==> src/rtl/rm_feeder_pkg.sv <==
// Shared definitions for the symbol feeder: default parameters, the idle
// symbol code and the drain FSM state type.
package rm_feeder_pkg;

  localparam int         DEF_EVT_W      = 16;
  localparam int         DEF_FIFO_DEPTH = 4;
  localparam logic [7:0] DEF_SYM_BASE   = 8'h01;

  // Symbol code driven on idle ticks when RM_FEEDER_IDLE_SYM_EN is defined
  localparam logic [7:0] IDLE_SYM = 8'h00;

  // IDLE: work register empty; DRAIN: work register still holds set bits
  typedef enum logic {
    IDLE  = 1'b0,
    DRAIN = 1'b1
  } feeder_state_t;

endpackage

==> src/rtl/rm_feeder_fifo.sv <==
// Small synchronous FIFO holding pending event vectors for the feeder.
// Pointers carry one extra wrap bit so full and empty are told apart without
// a separate counter. A push and a pop in the same cycle at full are both
// honoured; the caller decides when a push is legal.
module rm_feeder_fifo #(
  parameter int W     = 16,
  parameter int DEPTH = 4
) (
  input  logic         clk,
  input  logic         reset,
  input  logic         i_push,
  input  logic         i_pop,
  input  logic [W-1:0] i_data,
  output logic [W-1:0] o_data,
  output logic         o_full,
  output logic         o_empty
);

  localparam int         AW      = $clog2(DEPTH);
  localparam logic [AW:0] PTR_ONE = 1;

  logic [W-1:0] r_mem [DEPTH];
  logic [AW:0]  r_wptr;
  logic [AW:0]  r_rptr;

  // Storage array; contents are don't-care until written, so no reset
  always_ff @(posedge clk) begin
    if (i_push) begin
      r_mem[r_wptr[AW-1:0]] <= i_data;
    end
  end

  // Read and write pointers advance independently on pop and push
  always_ff @(posedge clk or posedge reset) begin
    if (reset) begin
      r_wptr <= '0;
      r_rptr <= '0;
    end else begin
      if (i_push) begin
        r_wptr <= r_wptr + PTR_ONE;
      end
      if (i_pop) begin
        r_rptr <= r_rptr + PTR_ONE;
      end
    end
  end

  assign o_data  = r_mem[r_rptr[AW-1:0]];
  assign o_empty = (r_wptr == r_rptr);
  assign o_full  = (r_wptr[AW] != r_rptr[AW]) &&
                   (r_wptr[AW-1:0] == r_rptr[AW-1:0]);

endmodule

==> src/rtl/rm_symbol_feeder.sv <==
// Converts per-cycle event bit vectors into a serial stream of symbol codes
// for runtime-monitor clusters. Nonzero vectors are queued, then each set bit
// is emitted as SYM_BASE + bit index, lowest bit first, one per cycle.
// Vectors arriving while the queue is full are dropped and counted.
// Optional build macro RM_FEEDER_IDLE_SYM_EN: cycles with nothing to emit
// produce an idle tick (symbols = IDLE_SYM, run = 1) instead of run = 0.
module rm_symbol_feeder
  import rm_feeder_pkg::*;
#(
  parameter int         EVT_W      = DEF_EVT_W,
  parameter int         FIFO_DEPTH = DEF_FIFO_DEPTH,
  parameter logic [7:0] SYM_BASE   = DEF_SYM_BASE
) (
  input  logic             clk,
  input  logic             reset,
  input  logic             evt_valid,
  input  logic [EVT_W-1:0] evt_vec,
  input  logic             clr_ovf,
  output logic [7:0]       symbols,
  output logic             run,
  output logic             overflow,
  output logic [7:0]       drop_cnt
);

  localparam logic [EVT_W-1:0] VEC_ONE = 1;

  feeder_state_t    r_state;
  logic [EVT_W-1:0] r_work;
  logic [7:0]       r_symbols;
  logic             r_run;
  logic             r_overflow;
  logic [7:0]       r_dropCnt;

  logic [EVT_W-1:0] w_fifoHead;
  logic             w_fifoFull;
  logic             w_fifoEmpty;
  logic             w_haveWork;
  logic             w_hasSrc;
  logic             w_pop;
  logic             w_push;
  logic             w_drop;
  logic             w_evtNonzero;
  logic [EVT_W-1:0] w_src;
  logic [EVT_W-1:0] w_rest;
  logic [7:0]       w_idx;

  rm_feeder_fifo #(
    .W     (EVT_W),
    .DEPTH (FIFO_DEPTH)
  ) u_fifo (
    .clk     (clk),
    .reset   (reset),
    .i_push  (w_push),
    .i_pop   (w_pop),
    .i_data  (evt_vec),
    .o_data  (w_fifoHead),
    .o_full  (w_fifoFull),
    .o_empty (w_fifoEmpty)
  );

  // Source selection, queue push/drop decision and lowest-set-bit extraction
  always_comb begin
    w_haveWork   = (r_state == DRAIN);
    w_pop        = !w_haveWork && !w_fifoEmpty;
    w_hasSrc     = w_haveWork || !w_fifoEmpty;
    w_src        = w_haveWork ? r_work : (w_fifoEmpty ? '0 : w_fifoHead);
    w_rest       = w_src & (w_src - VEC_ONE);
    w_evtNonzero = |evt_vec;
    w_push       = evt_valid && w_evtNonzero && (!w_fifoFull || w_pop);
    w_drop       = evt_valid && w_evtNonzero && w_fifoFull && !w_pop;
    w_idx        = 8'h00;
    for (int i = EVT_W - 1; i >= 0; i--) begin
      if (w_src[i]) begin
        w_idx = 8'(i);
      end
    end
  end

  // Drain FSM: emit one symbol per cycle from the work register or queue head
  always_ff @(posedge clk or posedge reset) begin
    if (reset) begin
      r_state   <= IDLE;
      r_work    <= '0;
      r_symbols <= 8'h00;
      r_run     <= 1'b0;
    end else if (w_hasSrc) begin
      r_symbols <= SYM_BASE + w_idx;
      r_run     <= 1'b1;
      r_work    <= w_rest;
      r_state   <= (w_rest != '0) ? DRAIN : IDLE;
    end else begin
`ifdef RM_FEEDER_IDLE_SYM_EN
      r_symbols <= IDLE_SYM;
      r_run     <= 1'b1;
`else
      r_run     <= 1'b0;
`endif
      r_work    <= '0;
      r_state   <= IDLE;
    end
  end

  // Overflow bookkeeping; a drop in the same cycle as a clear takes priority
  always_ff @(posedge clk or posedge reset) begin
    if (reset) begin
      r_overflow <= 1'b0;
      r_dropCnt  <= 8'h00;
    end else if (w_drop) begin
      r_overflow <= 1'b1;
      if (clr_ovf) begin
        r_dropCnt <= 8'h01;
      end else if (r_dropCnt != 8'hFF) begin
        r_dropCnt <= r_dropCnt + 8'h01;
      end
    end else if (clr_ovf) begin
      r_overflow <= 1'b0;
      r_dropCnt  <= 8'h00;
    end
  end

  assign symbols  = r_symbols;
  assign run      = r_run;
  assign overflow = r_overflow;
  assign drop_cnt = r_dropCnt;

endmodule

==> config.mk <==
export PLATFORM = sky130hd
export DESIGN_NAME = rm_symbol_feeder
export DESIGN_NICKNAME = d
export VERILOG_FILES = /design/src/rtl/rm_feeder_pkg.sv /design/src/rtl/rm_feeder_fifo.sv /design/src/rtl/rm_symbol_feeder.sv
export SDC_FILE = /design/constraint.sdc
export NUM_CORES = 1
export LEC_CHECK = 0
export CAP_MARGIN = 20
export CORE_ASPECT_RATIO = 1.25
export CORE_MARGIN = 5
export CORE_UTILIZATION = 35
export CTS_CLUSTER_DIAMETER = 200
export CTS_CLUSTER_SIZE = 20
export DETAILED_ROUTE_END_ITERATION = 10
export SLEW_MARGIN = 10
export SYNTH_ARGS = -nofsm -noshare
export SYNTH_HDL_FRONTEND = slang
export SYNTH_SLANG_ARGS = --single-unit
==> constraint.sdc <==
create_clock -name clk -period 4 [get_ports clk]
set_clock_uncertainty 0.15 [all_clocks]
set_input_delay 1.2 -clock clk [delete_from_list [all_inputs] [get_ports clk]]
set_output_delay 1.2 -clock clk [all_outputs]
set_load 0.02 [all_outputs]
# [Word-level counts from Yosys, hierarchy flattened]
# Memories as Yosys holds them, arrays and structs flattened.
# Index checks and enable logic that the tools add are counted.
[op_classes] reduce_logical=17 bitwise=1 muxes=30 add_sub_neg=5 n_eq_ne=4
[ops] cell="$mux 8" n=18
[ops] cell="$mux 16" n=3
[ops] cell="$and 16x16->16" n=1
[ops] cell="$reduce_bool 16->1" n=1
[ops] cell="$reduce_or 16->1" n=1
[ops] cell="$sub 16x1->16 const B" n=1
[ops] cell="$add 1x8->8 const A" n=1
[ops] cell="$add 8x1->8 const B" n=1
[ops] cell="$mux 4" n=2
[ops] cell="$ne 8x8->1 const B" n=1
[ops] cell="$mux 1" n=7
[ops] cell="$add 3x1->3 const B" n=2
[ops] cell="$logic_and 1x1->1" n=6
[ops] cell="$logic_not 1->1" n=4
[ops] cell="$reduce_bool 2->1" n=2
[ops] cell="$eq 3x3->1" n=1
[ops] cell="$eq 2x2->1" n=1
[ops] cell="$logic_or 1x1->1" n=2
[ops] cell="$reduce_and 2->1" n=1
[ops] cell="$ne 1x1->1" n=1
[word_totals] n_memories=1 ff_bits=41 wordCells=66 mem_bits_rw=64 out_inout_bits=18 inputBits=20
[memory_table] name="u_fifo.r_mem" depth=4 word_bits=16 rd=1 rd_clocked_by_memory_dff=0 write_ports=1 line_no="rm_feeder_fifo.sv:22" text="logic [W-1:0] r_mem [DEPTH];"

# [Logic depth before layout (Yosys ltp)]
# Gate-level depths: netlist of the first run.
[depth] word_depth=20 mapped_depth=15 mapped_depth_nobuf=13

# [Cells and area by module]
# A second synthesis of the first run with hierarchy kept.
[unflattened] hier_cells=337 hier_area_um2=4633.2
[modules_own_cells] mod="rm_feeder_fifo" cells_each=115 area_each_um2=2700.1 instances=1
[modules_own_cells] mod="rm_symbol_feeder" cells_each=222 area_each_um2=1933.1 instances=1

# [Worst setup path before layout of the first run]
# OpenSTA, ideal clock, no wires.
[synth_timing] kind="reg-to-reg" start="register u_fifo.r_rptr[0]" end="register r_state" path_stages_with_launch=12 synth_period_minus_slack_ps=2940 path_buffers=3 arrival_ps=2652 path_slack_ps=1060 cell_sequence="dfrtp_1 buf_6 buf_8 mux4_2 nor2_1 o21ai_0 nor2_1 and2_4 buf_6 a21boi_1 or3_1 or4_1"
[synth_between] elab_chain_len=8 word_cells_on_any_way=11 cone_classes="add/sub: 1; eq/ne: 1; mux: 4; bitwise: 1; reduce/logical: 3; memory: 1"
[synth_lines] item="start: declaration" line_no="rm_feeder_fifo.sv:24" text="logic [AW:0] r_rptr;"
[synth_lines] item="start signal: assignment" line_no="rm_feeder_fifo.sv:43" text="r_rptr <= r_rptr + PTR_ONE;"
[synth_lines] item="$mem_v2 4x16 / $eq 3x3->1 (equally long branches)"
[synth_lines] item="$mux 16 (2 in a row)" line_no="rm_symbol_feeder.sv:66" text="w_src = w_haveWork ? r_work : (w_fifoEmpty ? '0 : w_fifoHead);"
[synth_lines] item="$sub 16x1->16" line_no="rm_symbol_feeder.sv:67" text="w_rest = w_src & (w_src - VEC_ONE);"
[synth_lines] item="$and 16x16->16" line_no="rm_symbol_feeder.sv:67"
[synth_lines] item="$reduce_bool 16->1" line_no="rm_symbol_feeder.sv:90" text="r_state <= (w_rest != '0) ? DRAIN : IDLE;"
[synth_lines] item="$mux 1" line_no="rm_symbol_feeder.sv:90"
[synth_lines] item="$mux 1 (*)" line_no="rm_symbol_feeder.sv:86" text="end else if (w_hasSrc) begin"
[synth_lines] item="end signal: assignment" line_no="rm_symbol_feeder.sv:90"
[synth_lines] item="end: declaration" line_no="rm_symbol_feeder.sv:27" text="feeder_state_t r_state;"
# Every way passes the cells marked *; elsewhere a longest branch is shown, timed or not.
# A chain may end at the register's enable or synchronous reset.

# [Final worst setup path of the first run]
[layout_timing] start="input port evt_vec[1]" end="memory u_fifo.r_mem[3][10] (enable)"
[layout_between] elab_chain_len=5
[layout_lines] item="start: declaration" line_no="rm_symbol_feeder.sv:17" text="input logic [EVT_W-1:0] evt_vec,"
[layout_lines] item="$reduce_or 16->1" line_no="rm_symbol_feeder.sv:68" text="w_evtNonzero = |evt_vec;"
[layout_lines] item="$logic_and 1x1->1 (2 in a row)" line_no="rm_symbol_feeder.sv:69" text="w_push = evt_valid && w_evtNonzero && (!w_fifoFull || w_pop);"
[layout_lines] item="$mux 1" line_no="rm_feeder_fifo.sv:28" text="if (i_push) begin"
[layout_lines] item="$mux 1 (implied by the code)" line_no="rm_feeder_fifo.sv:29" text="r_mem[r_wptr[AW-1:0]] <= i_data;"
[layout_lines] item="end: declaration" line_no="rm_feeder_fifo.sv:22"
# No other way between the ends.

==> flow_summary.json, run 1 <==
{
  "cts_setup_buffers": 0,
  "synth_top_family_by_area": "simple AND/OR/NAND/NOR gates",
  "cts_buffers": 9,
  "clk_path_buf_depth": 2,
  "clkLatencyLatePin_ns": 0.34,
  "syn_inst": 330,
  "place.gp.congestion": 0.865,
  "yosys_warnings": 0,
  "p_int_mw": 2.69,
  "netSwitchingFraction": 0.374,
  "power_frac_clock": 0.204,
  "cp_top_family": "simple AND/OR/NAND/NOR gates",
  "crit_type": "in -> reg",
  "die_h_um": 138,
  "final-hold-violation-count": 0,
  "final_util": 0.423,
  "pwr-share-seq": 0.359,
  "ff_latch_area_sq_um": 2850,
  "startpoint_type": "input pin",
  "drtIter0Drc": 78,
  "grt_pass1_wl_um": 15200,
  "reg2reg_setup_slack_ns": 0.49,
  "fillCellCount": 1202,
  "ys_ff_latch": 101,
  "ant_nets": 0,
  "layout-drive-gt1-share": 0.120,
  "multi_input_area_sq_um": 1620,
  "p_comb_frac": 0.437,
  "tns_ns": 0,
  "hold_buffers": 0,
  "max_slew_margin": 0.405,
  "viasPerCell": 5.16,
  "status": "completed",
  "firstDrtPassIters": 5,
  "rows": 46,
  "nets": 397,
  "setup_viol": 0,
  "globalRoute.totalOverflow": 0,
  "synthTopCellsByArea": "edfxtp_1 42%, dfrtp_1 20%, mux4_2 6.9%",
  "required_ns": 3.81,
  "start_util": 0.359,
  "cp.arrival_ns": 3.36,
  "leakage_nw": 2.00,
  "antenna_found_initial": 0,
  "io_pins": 38,
  "finalWirelength_um": 9360,
  "clock.fmax_ghz": 0.282,
  "p_switching_mw": 1.60,
  "core_area_sq_um": 12800,
  "maxCapViolations": 0,
  "clock_sinks": 101,
  "drc_errors": 0,
  "root_buffer": "clkbuf_16",
  "synth_top_area_share": 0.419,
  "yosysTopAreaCell": "edfxtp_1",
  "synth_compound_area_frac": 0.0962,
  "synth-simple-area-share": 0.111,
  "diodes": 0,
  "port_buffers": 34,
  "clk_pin_slew_ns": 0.06,
  "synthMuxAreaShare": 0.0823,
  "async_reset_ff_frac": 0.366,
  "ctsHtreeMaxLevel": 3,
  "ys_types": 63,
  "cp_slowest_cell": "and2_1",
  "critPathMaxFanout": 17,
  "cts_tree": "done",
  "peakVddDrop_mv": 0.260,
  "synth_edf_count": 64,
  "synthesis.area_sq_um": 4590,
  "finalCritPeriodShare": 0.887,
  "min_path_type": "reg -> reg",
  "track_usage": 0.123,
  "rsz0062_at_grt": "false",
  "drv_slew": 0,
  "grt_max_degree": 38,
  "cp.buffers_inverters": 2,
  "fin_crit_ns": 3.55,
  "yosysSeqAreaShare": 0.620,
  "hpwl_um": 6570,
  "cp_cell_sequence": "clkdlybuf4s50_1, nor4_1, buf_4, nand4_1, nand2_1, nor2b_1, and2_1",
  "yosys.area_share.adder": 0.0213,
  "vias": 2803,
  "wire_per_inst_um": 17.2,
  "synth_xor_area_frac": 0.0387,
  "die_x_um": 112,
  "first_global_vias": 2876,
  "worst_pin_slew_ns": 0.892,
  "synthFlopType": "edfxtp_1",
  "area.growth.synth_to_final_pct": 17.8,
  "crit_path_end_kind": "flip-flop",
  "design.die.area_sq_um": 15500,
  "cpPeakStageDelay_ns": 0.78,
  "ctsResizeCount": 0,
  "pwr_density_cell_nw_per_um2": 794,
  "avgSynthCellArea_sq_um": 13.9
}
-- layout make-up --
class | instances | share of cell area
well taps | 168 | 0.0389
repair buffers | 40 | 0.0736
flip-flops and latches | 101 | 0.527
clock inverters | 6 | 0.0127
multi-input cells | 208 | 0.299
inverters | 10 | 0.00694
clock buffers | 10 | 0.0423
-- Yosys cell counts, types with 6 or more instances --
cell	n
a21oi_1	13
and2_1	6
dfrtp_1	37
edfxtp_1	64
ha_1	7
inv_1	8
mux4_2	14
nand2_1	24
nor2_1	28
o21ai_0	13
xnor2_1	6
xor2_1	8
-- metal layers --
| metal | wire length, um | track usage | up-vias |
|---|---|---|---|
| li1 | - | - | 1324 |
| met1 | 4210 | 0.163 | 1398 |
| met2 | 4640 | 0.200 | 68 |
| met3 | 337 | 0.0227 | 13 |
| met4 | 178 | 0.0468 | 0 |
| met5 | 0 | 0 | - |
-- cell usage in the layout (no fill, tap or decap), types with 4 or more instances in the layout --
master            n
and3_1            5
nor4_1            5
and2_1            6
nand4_1           5
edfxtp_1         64
nor2_1           28
xor2_1            8
mux4_2           14
inv_1             8
nand3_1           4
xnor2_1           6
a21oi_1          13
dfrtp_1          37
o211ai_1          5
o21ai_1           4
clkbuf_16         9
o21ai_0          13
ha_1              7
nand2_1          24
buf_4             5
clkdlybuf4s50_1  34
-- final timing paths --
check / from / to / cells past startpoint
worst max-delay path: evt_vec[1] / u_fifo.r_mem[3][10]$_DFFE_PP_ / 7
worst min register to register: symbols[1]$_DFFE_PP0P_ / symbols[1]$_DFFE_PP0P_ / 2
min in group asynchronous: reset / r_work[14]$_DFF_PP0_ / 3
max in group asynchronous: reset / r_work[6]$_DFF_PP0_ / 3
worst min-delay path: symbols[1]$_DFFE_PP0P_ / symbols[1]$_DFFE_PP0P_ / 2
worst max register to register: u_fifo.r_rptr[1]$_DFFE_PP0P_ / r_state$_DFF_PP0_ / 11
-- flip-flops by register name, indices dropped and copies added, names as in the netlist --
signal / cells
drop_cnt: 8
overflow: 1
r_state: 1
r_work: 15
run: 1
symbols: 5
u_fifo.r_mem: 64
u_fifo.r_rptr: 3
u_fifo.r_wptr: 3
-- worst min-delay path, delay by kind of cell (launching register included) --
kind             cells  cell delay (ns)
flip-flops           1             0.34
AND/OR/NAND/NOR      2             0.09
-- stage by stage --
stage / std cells / hold slack, ns / setup slack [ns] / power, mW / instance area (sq um)
2_1_floorplan: 332 / 0.348 / 1.06 / 2.97 / 4600
3_3_place_gp: 527 / 0.312 / 0.164 / 3.41 / 5110
3_5_place_dp: 527 / 0.311 / 0.0248 / 3.44 / 5110
4_1_cts: 543 / 0.326 / 0.388 / 4.33 / 5410
5_1_grt: 543 / 0.349 / 0.270 / 4.58 / 5410
6_report: 543 / 0.316 / 0.453 / 4.29 / 5410
-- cell families (layout without fill, tap and decap cells) --
group,after synthesis,after routing
buffers and inverters,23,66
xor gates and xnor gates,16,16
other,1,3
AOI/OAI and AO/OA,64,64
DFF,101,101
muxes,17,17
adders and majority gates,8,8
and+or+nand+nor,100,100
-- power by group through the flow --
stage	Clock, mW	Combinational (mW)	Sequential, mW
2_1_floorplan	0	1.41	1.56
3_3_place_gp	0	1.86	1.55
3_5_place_dp	0	1.88	1.57
4_1_cts	0.900	1.89	1.54
5_1_grt	0.944	2.07	1.57
6_report	0.876	1.88	1.54
(Power assumes the default switching activity.)
==> inputs of run 2 (changes only) <==
--- a/config.mk
+++ b/config.mk
@@ -12,6 +12,7 @@
 export CTS_CLUSTER_DIAMETER = 200
 export CTS_CLUSTER_SIZE = 20
 export DETAILED_ROUTE_END_ITERATION = 10
+export MAX_ROUTING_LAYER = met4
 export SLEW_MARGIN = 10
 export SYNTH_ARGS = -nofsm -noshare
 export SYNTH_HDL_FRONTEND = slang
==> constraint.sdc (replaced) <==
create_clock -name clk -period 3.3 [get_ports clk]
set_clock_uncertainty 0.15 [all_clocks]
set_input_delay 0.99 -clock clk [delete_from_list [all_inputs] [get_ports clk]]
set_output_delay 0.99 -clock clk [all_outputs]
set_load 0.02 [all_outputs]
==> run 2 against run 1 <==
  * Core utilization is 2.2 points higher
  * Final area is 5.2% higher
  * Register-to-register slack worse by 0.35 ns
  * Cell count is 4.8% higher
  * Sequential share of layout area is 2.6 points lower
  * Combinational power is 33% higher
  * First-iteration DRC count is 77% higher
==> flow_summary.json, run 2 (synthesized netlist as in run 1, its figures left out) <==
{
  "status": "completed",
  "port_buffers": 34,
  "ctsHtreeMaxLevel": 3,
  "area.growth.synth_to_final_pct": 23.9,
  "cts_buffers": 9,
  "cp.arrival_ns": 3.22,
  "clk_pin_slew_ns": 0.07,
  "finalCritPeriodShare": 0.957,
  "stdcell_count": 569,
  "cp_slowest_cell": "mux4_2",
  "diodes": 0,
  "root_buffer": "clkbuf_16",
  "r2r-end": "r_state$_DFF_PP0_",
  "grt_pass1_wl_um": 15600,
  "worst_pin_slew_ns": 0.700,
  "maxCapViolations": 0,
  "reg2reg_setup_slack_ns": 0.14,
  "die_x_um": 112,
  "rows": 46,
  "min_from": "symbols[1]$_DFFE_PP0P_",
  "rsz0062_at_grt": "false",
  "die_h_um": 138,
  "grt_max_degree": 38,
  "core_area_sq_um": 12800,
  "first_global_vias": 3020,
  "min_path_type": "reg -> reg",
  "setup_viol": 0,
  "final-hold-violation-count": 0,
  "clkLatencyLatePin_ns": 0.34,
  "vias": 2946,
  "dp.cells": 552,
  "io_pins": 38,
  "layout-drive-gt1-share": 0.182,
  "min_to": "symbols[1]$_DFFE_PP0P_",
  "final_common_cell": "edfxtp_1",
  "max_slew_margin": 0.530,
  "cpPeakStageDelay_ns": 0.56,
  "p_switching_mw": 1.96,
  "required_ns": 3.36,
  "globalRoute.totalOverflow": 0,
  "p_int_mw": 3.50,
  "finalWirelength_um": 9370,
  "largest_register_ffs": 64,
  "firstDrtPassIters": 4,
  "drtIter0Drc": 138,
  "viasPerCell": 5.18,
  "peakVddDrop_mv": 0.431,
  "design.die.area_sq_um": 15500,
  "nets": 423,
  "ant_nets": 0,
  "whs_ns": 0.317,
  "drv_slew": 0,
  "netSwitchingFraction": 0.360,
  "p_total_mw": 5.46,
  "reg2regPathDepth": 9,
  "drc_errors": 0,
  "hold_buffers": 0,
  "holdPathStages": 2,
  "finalWorstSetupSlack_ns": 0.142,
  "leakage_nw": 2.14,
  "layout_common_cells": "64 x edfxtp_1, 37 x dfrtp_1, 34 x clkdlybuf4s50_1, 28 x nor2_1, 27 x buf_4",
  "antenna_found_initial": 0,
  "clock_sinks": 101,
  "cp.buffers_inverters": 1,
  "startpoint": "u_fifo.r_rptr[0]$_DFFE_PP0P_",
  "pwr-share-seq": 0.339,
  "worstReg2RegStart": "u_fifo.r_rptr[0]$_DFFE_PP0P_",
  "pre_cts_ws_ns": -0.232,
  "critPathMaxFanout": 20,
  "fin_crit_ns": 3.16,
  "cts_tree": "done",
  "power_frac_clock": 0.203,
  "track_usage": 0.129,
  "clk_path_buf_depth": 2,
  "placed_cell_area_sq_um": 5350,
  "final_area_sq_um": 5690,
  "crit_path_end_kind": "flip-flop",
  "hpwl_um": 6780,
  "clock.fmax_ghz": 0.317,
  "wire_per_inst_um": 16.5,
  "cp_cell_sequence": "buf_12, mux4_2, nor2_1, o21a_1, and4b_4, and2_4, a31oi_1, or3_1, or4_1",
  "start_util": 0.359,
  "pwr_density_cell_nw_per_um2": 960,
  "startpoint_type": "flip-flop",
  "crit_type": "reg -> reg",
  "place.gp.congestion": 0.833,
  "p_comb_frac": 0.458,
  "cp_top_family": "simple AND/OR/NAND/NOR gates"
}
==> run 2: worst max path at each step <==
stage	to	slack [ns]	depth (start not counted)
3_3_place_gp	u_fifo.r_mem[3][3]$_DFFE_PP_	-0.16	7
3_5_place_dp	u_fifo.r_mem[3][2]$_DFFE_PP_	-0.23	7
6_report	r_state$_DFF_PP0_	0.14	9
5_1_grt	symbols[3]$_DFFE_PP0P_	0.003	8
4_1_cts	u_fifo.r_mem[3][1]$_DFFE_PP_	0.11	7
2_1_floorplan	r_state$_DFF_PP0_	0.36	11
==> run 2: power groups by stage <==
stage | logic [mW] | clock network [mW] | registers, mW
floorplan | 1.71 | 0 | 1.89
global placement | 2.47 | 0 | 1.86
detailed placement | 2.50 | 0 | 1.87
CTS | 2.50 | 1.13 | 1.85
global route | 2.76 | 1.18 | 1.88
finish | 2.50 | 1.11 | 1.85
==> run 2: stage by stage <==
| stage | setup TNS (ns) | utilization |
|---|---|---|
| 2_1_floorplan | 0 | - |
| 3_3_place_gp | -8.64 | 0.419 |
| 6_report | 0 | 0.445 |
| 5_1_grt | 0 | 0.445 |
| 3_5_place_dp | -12.90 | 0.419 |
| 4_1_cts | 0 | 0.443 |
==> run 2: worst min-delay path, delay by kind of cell, from the launching register on <==
kind | cells | cell delay, ns
AND/OR/NAND/NOR | 2 | 0.09
flip-flops | 1 | 0.35
==> run 2: repair_timing <==
item / CTS / global route
gates resized for setup: 0 / 3
endpoints found under the setup margin: 0 / 3
setup buffers: 0 / 1
==> run 2: area by class of cell <==
| class | count | area [sq um] |
|---|---|---|
| Multi-Input combinational cell | 208 | 1630 |
| Clock buffer | 10 | 229 |
| Tap cell | 168 | 210 |
| Inverter | 10 | 37.5 |
| Timing Repair Buffer | 66 | 643 |
| Sequential cell | 101 | 2850 |
| Clock inverter | 6 | 85.1 |
| Fill cell | 1174 | 7090 |
==> run 2: routing by layer <==
layer | wire length [um] | global-route usage | vias to the layer above
li1 | - | - | 1383
met3 | 309 | 0.0157 | 19
met2 | 4710 | 0.208 | 76
met1 | 4120 | 0.163 | 1468
met4 | 233 | 0.0557 | 0
met5 | 0 | - | -
